==> config.mk <==
export PLATFORM = sky130hd
export DESIGN_NAME = inst_encoder
export DESIGN_NICKNAME = d
export VERILOG_FILES = /design/src/rtl/inst_encoder.sv
export SDC_FILE = /design/constraint.sdc
export NUM_CORES = 1
export LEC_CHECK = 0
export BUFFER_PORTS_ARGS = -buffer_cell sky130_fd_sc_hd__buf_2
export CORE_ASPECT_RATIO = 1.75
export CORE_MARGIN = 2
export CORE_UTILIZATION = 50
export DETAILED_ROUTE_END_ITERATION = 10
export GPL_TIMING_DRIVEN = 0
export PLACE_DENSITY = 0.73
export SLEW_MARGIN = 20
export SYNTH_ARGS = -nofsm -noshare
export SYNTH_HDL_FRONTEND = slang
export SYNTH_SLANG_ARGS = --single-unit
==> constraint.sdc <==
create_clock -name clk -period 11.8 [get_ports clk]
set_clock_uncertainty 0.05 [all_clocks]
set_input_delay 2.36 -clock clk [delete_from_list [all_inputs] [get_ports clk]]
set_output_delay 2.36 -clock clk [all_outputs]
set_load 0.02 [all_outputs]
==> src/rtl/inst_encoder.sv <==
// inst_encoder: packs decoded-form requests (one-hot inst_type, register indices, immediate,
// shamt) into RV32I instruction words. Each word goes into a 2-entry output FIFO, tagged with
// a sequential load address that starts at BASE_ADDR.
// Optional build macro INST_ENC_CHECK_EN: reject immediates that do not fit their format
// (range/alignment). Without it, immediates are truncated silently to their fields.
module inst_encoder #(
  parameter logic [31:0] BASE_ADDR = 32'h8000_0000
) (
  input  logic        clk,
  input  logic        rst,
  input  logic        in_valid,
  output logic        in_ready,
  input  logic [31:0] inst_type,
  input  logic [4:0]  rd,
  input  logic [4:0]  rs1,
  input  logic [4:0]  rs2,
  input  logic [31:0] imm,
  input  logic [4:0]  shamt,
  output logic        out_valid,
  input  logic        out_ready,
  output logic [31:0] out_inst,
  output logic [31:0] out_addr,
  output logic        err
);

  localparam logic [6:0] OpLui    = 7'b0110111;
  localparam logic [6:0] OpAuipc  = 7'b0010111;
  localparam logic [6:0] OpJal    = 7'b1101111;
  localparam logic [6:0] OpJalr   = 7'b1100111;
  localparam logic [6:0] OpBranch = 7'b1100011;
  localparam logic [6:0] OpLoad   = 7'b0000011;
  localparam logic [6:0] OpStore  = 7'b0100011;
  localparam logic [6:0] OpImm    = 7'b0010011;
  localparam logic [6:0] OpReg    = 7'b0110011;

  localparam logic [6:0] F7Zero = 7'b0000000;
  localparam logic [6:0] F7Alt  = 7'b0100000;

  localparam logic [31:0] InstEbreak = 32'h0010_0073;

  logic [31:0] enc_word;
  logic        type_known;
  logic        legal;
  logic        accept;
  logic        push;
  logic        pop;

  logic [31:0] addr_q;
  logic [31:0] mem_inst_q [2];
  logic [31:0] mem_addr_q [2];
  logic        wr_ptr_q;
  logic        rd_ptr_q;
  logic [1:0]  count_q;
  logic        err_q;

  // Decode the one-hot type code and pack the fields into an RV32I word.
  always_comb begin
    enc_word   = '0;
    type_known = 1'b1;
    case (inst_type)
      // U-type
      32'h0000_0010: enc_word = {imm[31:12], rd, OpLui};
      32'h0000_0200: enc_word = {imm[31:12], rd, OpAuipc};
      // J-type
      32'h0000_0400: enc_word = {imm[20], imm[10:1], imm[11], imm[19:12], rd, OpJal};
      // I-type
      32'h0000_0001: enc_word = {imm[11:0], rs1, 3'b000, rd, OpImm};
      32'h0000_0002: enc_word = {imm[11:0], rs1, 3'b000, rd, OpJalr};
      32'h0000_0020: enc_word = {imm[11:0], rs1, 3'b010, rd, OpLoad};
      32'h0000_0040: enc_word = {imm[11:0], rs1, 3'b100, rd, OpLoad};
      32'h0000_1000: enc_word = {imm[11:0], rs1, 3'b010, rd, OpImm};
      32'h0000_2000: enc_word = {imm[11:0], rs1, 3'b011, rd, OpImm};
      // Immediate shifts
      32'h0040_0000: enc_word = {F7Alt, shamt, rs1, 3'b101, rd, OpImm};
      32'h0080_0000: enc_word = {F7Zero, shamt, rs1, 3'b101, rd, OpImm};
      32'h0100_0000: enc_word = {F7Zero, shamt, rs1, 3'b001, rd, OpImm};
      // B-type
      32'h0000_4000: enc_word = {imm[12], imm[10:5], rs2, rs1, 3'b000, imm[4:1], imm[11], OpBranch};
      32'h0000_8000: enc_word = {imm[12], imm[10:5], rs2, rs1, 3'b001, imm[4:1], imm[11], OpBranch};
      // R-type
      32'h0000_0008: enc_word = {F7Zero, rs2, rs1, 3'b000, rd, OpReg};
      32'h0000_0800: enc_word = {F7Alt, rs2, rs1, 3'b000, rd, OpReg};
      32'h0001_0000: enc_word = {F7Zero, rs2, rs1, 3'b010, rd, OpReg};
      32'h0002_0000: enc_word = {F7Zero, rs2, rs1, 3'b011, rd, OpReg};
      32'h0004_0000: enc_word = {F7Zero, rs2, rs1, 3'b100, rd, OpReg};
      32'h0008_0000: enc_word = {F7Zero, rs2, rs1, 3'b110, rd, OpReg};
      32'h0010_0000: enc_word = {F7Zero, rs2, rs1, 3'b111, rd, OpReg};
      // System
      32'h0000_0004: enc_word = InstEbreak;
      // S-type
      32'h0000_0080: enc_word = {imm[11:5], rs2, rs1, 3'b010, imm[4:0], OpStore};
      32'h0000_0100: enc_word = {imm[11:5], rs2, rs1, 3'b000, imm[4:0], OpStore};
      32'h0020_0000: enc_word = {imm[11:5], rs2, rs1, 3'b001, imm[4:0], OpStore};
      default:       type_known = 1'b0;
    endcase
  end

`ifdef INST_ENC_CHECK_EN
  // Masks are only consulted once type_known guarantees a single listed bit is set.
  localparam logic [31:0] MaskIs = 32'h0020_31E3;
  localparam logic [31:0] MaskB  = 32'h0000_C000;
  localparam logic [31:0] MaskJ  = 32'h0000_0400;
  localparam logic [31:0] MaskU  = 32'h0000_0210;

  logic imm_ok;

  // Immediate must be representable in its format field (sign bits equal, alignment).
  always_comb begin
    imm_ok = 1'b1;
    if (|(inst_type & MaskIs)) begin
      imm_ok = (&imm[31:11]) | ~(|imm[31:11]);
    end else if (|(inst_type & MaskB)) begin
      imm_ok = ((&imm[31:12]) | ~(|imm[31:12])) & ~imm[0];
    end else if (|(inst_type & MaskJ)) begin
      imm_ok = ((&imm[31:20]) | ~(|imm[31:20])) & ~imm[0];
    end else if (|(inst_type & MaskU)) begin
      imm_ok = ~(|imm[11:0]);
    end
  end

  assign legal = type_known & imm_ok;
`else
  assign legal = type_known;
`endif

  assign in_ready  = (count_q != 2'd2);
  assign out_valid = (count_q != 2'd0);
  assign accept    = in_valid & in_ready;
  assign push      = accept & legal;
  assign pop       = out_valid & out_ready;

  assign out_inst = out_valid ? mem_inst_q[rd_ptr_q] : '0;
  assign out_addr = out_valid ? mem_addr_q[rd_ptr_q] : '0;
  assign err      = err_q;

  // FIFO storage, pointers, occupancy and the load-address counter.
  always_ff @(posedge clk) begin
    if (rst) begin
      addr_q   <= BASE_ADDR;
      wr_ptr_q <= 1'b0;
      rd_ptr_q <= 1'b0;
      count_q  <= 2'd0;
    end else begin
      if (push) begin
        mem_inst_q[wr_ptr_q] <= enc_word;
        mem_addr_q[wr_ptr_q] <= addr_q;
        wr_ptr_q             <= ~wr_ptr_q;
        addr_q               <= addr_q + 32'd4;
      end
      if (pop) begin
        rd_ptr_q <= ~rd_ptr_q;
      end
      case ({push, pop})
        2'b10:   count_q <= count_q + 2'd1;
        2'b01:   count_q <= count_q - 2'd1;
        default: count_q <= count_q;
      endcase
    end
  end

  // Sticky rejection flag; only reset clears it.
  always_ff @(posedge clk) begin
    if (rst) begin
      err_q <= 1'b0;
    end else if (accept && !legal) begin
      err_q <= 1'b1;
    end
  end

endmodule

==> results of run 1 <==
layout make-up:
class                      instances  area [um^2]  area share [%]
sequential                       158         4380            46.1
buffer                            41          216            2.28
clock buffer                      19          443            4.66
clock inverter                    13          131            1.38
timing repair buffer             157          837            8.81
tap                              186          233            2.45
inverter                          13         48.8           0.514
multi-input combinational        444         3210            33.8
sequential cells by signal (all words and copies together), names as in the netlist, named ones only:
register / flops
count_q: 2
mem_addr_q: 60
mem_inst_q: 62
wr_ptr_q: 1
rd_ptr_q: 1
addr_q: 30
err: 1
synthesized netlist by cell type, types with 3 or more instances:
| library cell | n | area share, % |
|---|---|---|
| a21bo_2 | 6 | 0.77 |
| a21o_1 | 4 | 0.38 |
| a21oi_1 | 20 | 1.3 |
| a221o_1 | 6 | 0.77 |
| a22o_1 | 18 | 2.0 |
| a311oi_1 | 4 | 0.45 |
| a311oi_2 | 8 | 1.5 |
| a31o_2 | 6 | 0.67 |
| and2_1 | 6 | 0.48 |
| and3_1 | 11 | 0.88 |
| and4_1 | 4 | 0.45 |
| buf_1 | 7 | 0.34 |
| buf_2 | 8 | 0.51 |
| buf_4 | 4 | 0.38 |
| buf_6 | 5 | 0.72 |
| clkbuf_1 | 17 | 0.81 |
| dfxtp_1 | 36 | 9.2 |
| edfxtp_1 | 122 | 47 |
| inv_1 | 12 | 0.57 |
| mux2i_1 | 64 | 8.2 |
| nand2_1 | 19 | 0.91 |
| nand2b_1 | 5 | 0.40 |
| nand3_1 | 17 | 1.1 |
| nand3b_1 | 8 | 0.77 |
| nand4_1 | 16 | 1.3 |
| nor2_1 | 103 | 4.9 |
| nor2b_1 | 4 | 0.32 |
| nor3_1 | 14 | 0.89 |
| nor4_1 | 7 | 0.56 |
| nor4_2 | 4 | 0.64 |
| nor4_4 | 5 | 1.4 |
| o21ai_0 | 11 | 0.70 |
| or2_2 | 3 | 0.24 |
| xnor2_1 | 20 | 2.2 |
| xor2_1 | 9 | 1.0 |
power breakdown:
part	switching (mW)	internal [mW]
logic	0.0252	0.0179
clock network	0.228	0.300
registers	0.000143	0.591
total	0.253	0.909
how the worst min path moves through the flow:
| stage | start | end | slack [ps] |
|---|---|---|---|
| 3_3_place_gp | addr_q[27]$_SDFFE_PP0P_ | mem_addr_q[0][27]$_DFFE_PP_ | 390 |
| 5_1_grt | addr_q[27]$_SDFFE_PP0P_ | mem_addr_q[1][27]$_DFFE_PP_ | 420 |
| 2_1_floorplan | addr_q[27]$_SDFFE_PP0P_ | mem_addr_q[0][27]$_DFFE_PP_ | 380 |
| 4_1_cts | addr_q[27]$_SDFFE_PP0P_ | mem_addr_q[1][27]$_DFFE_PP_ | 410 |
| 6_report | addr_q[27]$_SDFFE_PP0P_ | mem_addr_q[1][27]$_DFFE_PP_ | 410 |
| 3_5_place_dp | addr_q[27]$_SDFFE_PP0P_ | mem_addr_q[1][27]$_DFFE_PP_ | 390 |
layer usage:
layer | part of all wire [%] | wire (um) | global-route usage [%] | vias to the layer above
met5 | 0 | 0 | 0 | -
met4 | 4.6 | 885 | 13.1 | 0
met3 | 5.4 | 1040 | 4.53 | 57
met2 | 56 | 10800 | 44.8 | 250
met1 | 34 | 6590 | 23.4 | 2791
li1 | - | - | - | 2830
logic make-up after synthesis:
family | count (synthesis) | synth area share [%]
other cells | 1 | 0.0478
simple gates | 244 | 17.5
buf+inv | 54 | 3.38
xor+xnor | 29 | 3.24
compound gates | 103 | 11.5
fa+ha+maj | 2 | 0.319
mux | 64 | 8.17
flops | 158 | 55.9
stage by stage:
| step | power [mW] | std cells | area (um^2) |
|---|---|---|---|
| final | 1.16 | 1031 | 9500 |
| after detailed placement | 0.646 | 999 | 8930 |
| after global placement | 0.644 | 989 | 8810 |
| after global routing | 1.19 | 1031 | 9500 |
| after floorplan | 0.621 | 656 | 7850 |
| after CTS | 1.16 | 1031 | 9500 |
==> results.yml, run 1 <==
setup_path:
  worst_ep_required_time_ps: 11870
  setup.reg_to_reg.worst_slack_ps: 8660
  crit_buf_inv: 6
  reg2reg_depth: 9
  source_of_the_critical_timing_path: "inst_type[12]"
  path_depth: 12
  rr_startpoint: "count_q[0]$_SDFFE_PP0P_"
  cpMaxStageDelayCell: "nor4_4"
  kind_of_capture_point_of_the_worst_setup_path: "flop"
  critPathCapture: "mem_addr_q[0][5]$_DFFE_PP_"
  worstPathMaxFanout: 11
  start_kind: "input pin"
  arrival_time_at_the_worst_endpoint_ps: 6240
  timing.critical_path.mode_cell: "buf_4"
  crit-reg2reg-capture: "mem_addr_q[0][5]$_DFFE_PP_"
  cp_cell_sequence: "buf_2, nor4_4, nand4_4, a2111oi_4, nor3_2, a31oi_4, buf_6, inv_2, nor3_2, buf_4, buf_4, buf_4"
  timing_worst_setup_path_type: "input pin to flop"
  cpLargestDelayFamily: "simple AND/OR/NAND/NOR gates"
  max_stage_delay_ps: 630
logic_synthesis:
  ys_async_sr_fraction_pct: 0
  syn_area_um2: 7840
  postSynthRegisterBits: 158
  syn-instance-count: 655
  synth-main-ff-cell: "edfxtp_1"
  warnings_synthesis: 0
  seq_area_frac_synth_pct: 55.9
  post_synth.cell_area_avg_um2: 12.0
  yosys.cell_types.count: 66
  post_synth_edffs: 122
power_and_ir_drop:
  power_density_nw_per_um2: 122
  p_leak_nw: 3.45
  irDropWorstVdd_mv: 0.101
clock_network:
  cts_tree: "built"
  clock_latency_on_the_worst_skew_pair_ps: 420
  clk_transition_reported_paths_ps: 70
  cts_hold_buffers: 0
  clock-root-buffer: "clkbuf_16"
  tritoncts_num_sinks: 158
  cts.repair.resized: 0
  htreeDepth: 4
  cts_setup_buffers: 0
  clockBufferDepth: 2
  tritoncts.num_buffers: 17
floorplanning:
  number_of_placement_rows: 60
  io_pins: 155
  start_util_pct: 51.0
  die_area_um2: 16700
  area_of_the_core_region_um2: 15400
  dieWidth_um: 98.7
  fp.dieH_um: 170
grt:
  pin_count_of_the_biggest_net_entering_global_routing: 17
  first_global_vias: 6035
  total_global_routing_overflow: 0
  grt.total_usage_pct: 23.5
  antenna_violations_before_repair: 0
  global_route_wire_length_before_repair_um: 30500
placed_design:
  routabilityCongestion: 0.920
  port-buffer-count: 147
  post-place-ws_ps: 5240
  hpwl_um: 15000
min_path:
  worst_hold_path.num_cells: 0
  worst_hold_path_type: "flop to flop"
timing:
  finalSetupViolCount: 0
  slew_headroom_pct: 40.8
  post-route-min-period_ps: 6160
  report.final.slew_viol_count: 0
  fin_worst_hold_slack_ps: 409
  rsz0062_at_grt: "no"
  max_freq_mhz: 162
  final-hold-violation-count: 0
  setup_total_negative_slack_ps: 0
  final.period_utilization_pct: 52.2
  layout_setup_ws_ps: 5640
  timing_worst_slew_pin_value_ps: 885
final_layout:
  final_layout_size_suffix_gt1_share_pct: 29.6
  final_core_util_pct: 61.7
  mostFrequentLayoutCells: "155 x buf_2, 122 x edfxtp_1, 103 x nor2_1"
  final_net_count: 922
  area_delta_synth_final_pct: 21.2
  n_fill_cell: 1279
  n_antenna_cell: 0
  layout.cells.most_common: "buf_2"
job:
  maxCapViolations: 0
drt:
  detail_route.wl_per_cell_um: 18.7
  dr.pass1.iters: 5
  total_routed_wirelength_um: 19300
  dr.first_iter.drc_count: 307
  drt.antenna.violating_nets: 0
  detail_route.drc_violations: 0
  dr_total_vias: 5928
  detail_route.vias_per_cell: 5.75
run_status:
  status: "completed"
Note: power is estimated with default switching activity, not from simulation.
==> inputs of run 2 (changes only) <==
==> constraint.sdc (replaced) <==
create_clock -name clk -period 6.2 [get_ports clk]
set_clock_uncertainty 0.05 [all_clocks]
set_input_delay 1.24 -clock clk [delete_from_list [all_inputs] [get_ports clk]]
set_output_delay 1.24 -clock clk [all_outputs]
set_load 0.02 [all_outputs]
==> results.yml, run 2 (synthesis results as in run 1) <==
run_status:
  status: "completed"
grt:
  first_global_vias: 5967
  grt.total_usage_pct: 23.2
  pin_count_of_the_biggest_net_entering_global_routing: 18
  total_global_routing_overflow: 0
  global_route_wire_length_before_repair_um: 29900
  antenna_violations_before_repair: 0
drt:
  dr.pass1.iters: 5
  drt.antenna.violating_nets: 0
  detail_route.wl_per_cell_um: 18.7
  wl_met1_um: 6370
  dr_total_vias: 5870
  total_routed_wirelength_um: 19300
  routed-wl-met2_um: 10900
  dr.first_iter.drc_count: 268
  detail_route.drc_violations: 0
  detail_route.vias_per_cell: 5.70
  dr.max_layer_used: "met4"
  wl_met3_um: 1120
placed_design:
  routabilityCongestion: 0.911
  port-buffer-count: 147
  post-place-ws_ps: 1100
  detailed_place.area_um2: 8960
  hpwl_um: 15000
power_and_ir_drop:
  clockPowerShare_pct: 44.7
  power_density_nw_per_um2: 229
  switching_power_mw: 0.495
  irDropWorstVdd_mv: 0.164
  totalPowerFinal_mw: 2.18
  p_leak_nw: 3.45
  cellInternalPower_mw: 1.69
  power.combinational.fraction_pct: 3.8
  p_sw_share_pct: 22.7
  share_seq_of_total_power_pct: 51.6
clock_network:
  cts_tree: "built"
  cts_setup_buffers: 0
  cts.repair.resized: 0
  clock-root-buffer: "clkbuf_16"
  clockBufferDepth: 2
  cts_hold_buffers: 0
  tritoncts.num_buffers: 17
  tritoncts_num_sinks: 158
  clk_transition_reported_paths_ps: 70
  clock_latency_on_the_worst_skew_pair_ps: 430
  htreeDepth: 4
min_path:
  worst_hold_path_type: "flop to flop"
  hold_path.startpoint: "addr_q[27]$_SDFFE_PP0P_"
final_layout:
  layout.cells.most_common: "buf_2"
  multiInputGateArea_um2: 3210
  postLayoutCellArea_um2: 9510
  largest_register_ffs: 62
  n_fill_cell: 1235
  final-seq-area_um2: 4380
  n_antenna_cell: 0
  final_layout_size_suffix_gt1_share_pct: 29.4
  mostFrequentLayoutCells: "155 x buf_2, 122 x edfxtp_1, 103 x nor2_1"
  area_delta_synth_final_pct: 21.3
  final_net_count: 920
  top_regs: "mem_inst_q: 62 flops, mem_addr_q: 60 flops, addr_q: 30 flops"
  regMostFlops: "mem_inst_q"
setup_path:
  worstPathMaxFanout: 15
  kind_of_capture_point_of_the_worst_setup_path: "flop"
  start_kind: "input pin"
  timing_worst_setup_path_type: "input pin to flop"
  reg2reg_depth: 8
  critPathCapture: "mem_addr_q[1][13]$_DFFE_PP_"
  source_of_the_critical_timing_path: "inst_type[12]"
  worst_ep_required_time_ps: 6280
  setup.reg_to_reg.worst_slack_ps: 3450
  arrival_time_at_the_worst_endpoint_ps: 4700
  rr_startpoint: "count_q[0]$_SDFFE_PP0P_"
  crit-reg2reg-capture: "mem_addr_q[1][13]$_DFFE_PP_"
job:
  maxCapViolations: 0
timing:
  slew_headroom_pct: 42.5
  timing_worst_slew_pin_value_ps: 859
  setup_total_negative_slack_ps: 0
  final.period_utilization_pct: 74.6
  post-route-min-period_ps: 4620
  rsz0062_at_grt: "no"
  max_freq_mhz: 216
  finalSetupViolCount: 0
  report.final.slew_viol_count: 0
  final-hold-violation-count: 0
  layout_setup_ws_ps: 1580
floorplanning:
  number_of_placement_rows: 60
  start_util_pct: 51.0
  area_of_the_core_region_um2: 15400
  die_area_um2: 16700
  dieWidth_um: 98.7
  io_pins: 155
  fp.dieH_um: 170
run 2: cell types whose count changed in the layout (fill, tap and decap cells not counted), sizes merged:
cell / delta
clkbuf: -1
bufinv: -1
inv: +4
clkinv: +1
buf: -2
clkinvlp: -3
run 2: worst min-delay path by stage:
stage	cells after the start	endpoint	slack (ps)
final	0	mem_addr_q[1][27]$_DFFE_PP_	420
after global routing	0	mem_addr_q[0][27]$_DFFE_PP_	430
after detailed placement	0	mem_addr_q[0][27]$_DFFE_PP_	400
after CTS	0	mem_addr_q[0][27]$_DFFE_PP_	420
after floorplan	0	mem_addr_q[0][27]$_DFFE_PP_	380
after global placement	0	mem_addr_q[0][27]$_DFFE_PP_	390
run 2: final cells by class:
class | instances | area share [%]
plain buffers | 41 | 2.28
clock buffers | 18 | 4.51
clock inverters | 14 | 1.30
inverters | 13 | 0.513
multi-input cells | 444 | 33.8
flip-flops and latches | 158 | 46.1
well taps | 186 | 2.45
repair buffers | 155 | 9.05
run 2: power by group through the flow:
stage                     combinational (mW)  clock, mW  sequential (mW)
after floorplan                       0.0336          0             1.15
after detailed placement              0.0813          0             1.15
after global placement                0.0787          0             1.15
after CTS                             0.0814      0.987             1.12
after global routing                  0.0894       1.03             1.12
final                                 0.0820      0.974             1.12
run 2: metrics by stage:
| step | hold slack, ps | util, % | std cells |
|---|---|---|---|
| finish | 416 | 61.8 | 1029 |
| detailed placement | 402 | 58.2 | 997 |
| global route | 431 | 61.8 | 1029 |
| floorplan | 376 | - | 656 |
| CTS | 418 | 61.8 | 1029 |
| global placement | 393 | 57.3 | 989 |
run 2: worst max-delay path, cell delays in order:
cell	delay (ps)
buf_2	140
nor4_4	600
nand4_4	300
a2111oi_4	540
nor3_2	250
a31oi_4	370
buf_6	220
inv_2	80
nor3b_4	520
buf_8	250
buf_8	180
run 2: metal layers:
layer,track usage (%),vias to the layer above
met2,44.4,241
met4,13.3,0
li1,-,2828
met1,22.5,2745
met5,0,-
met3,4.61,56
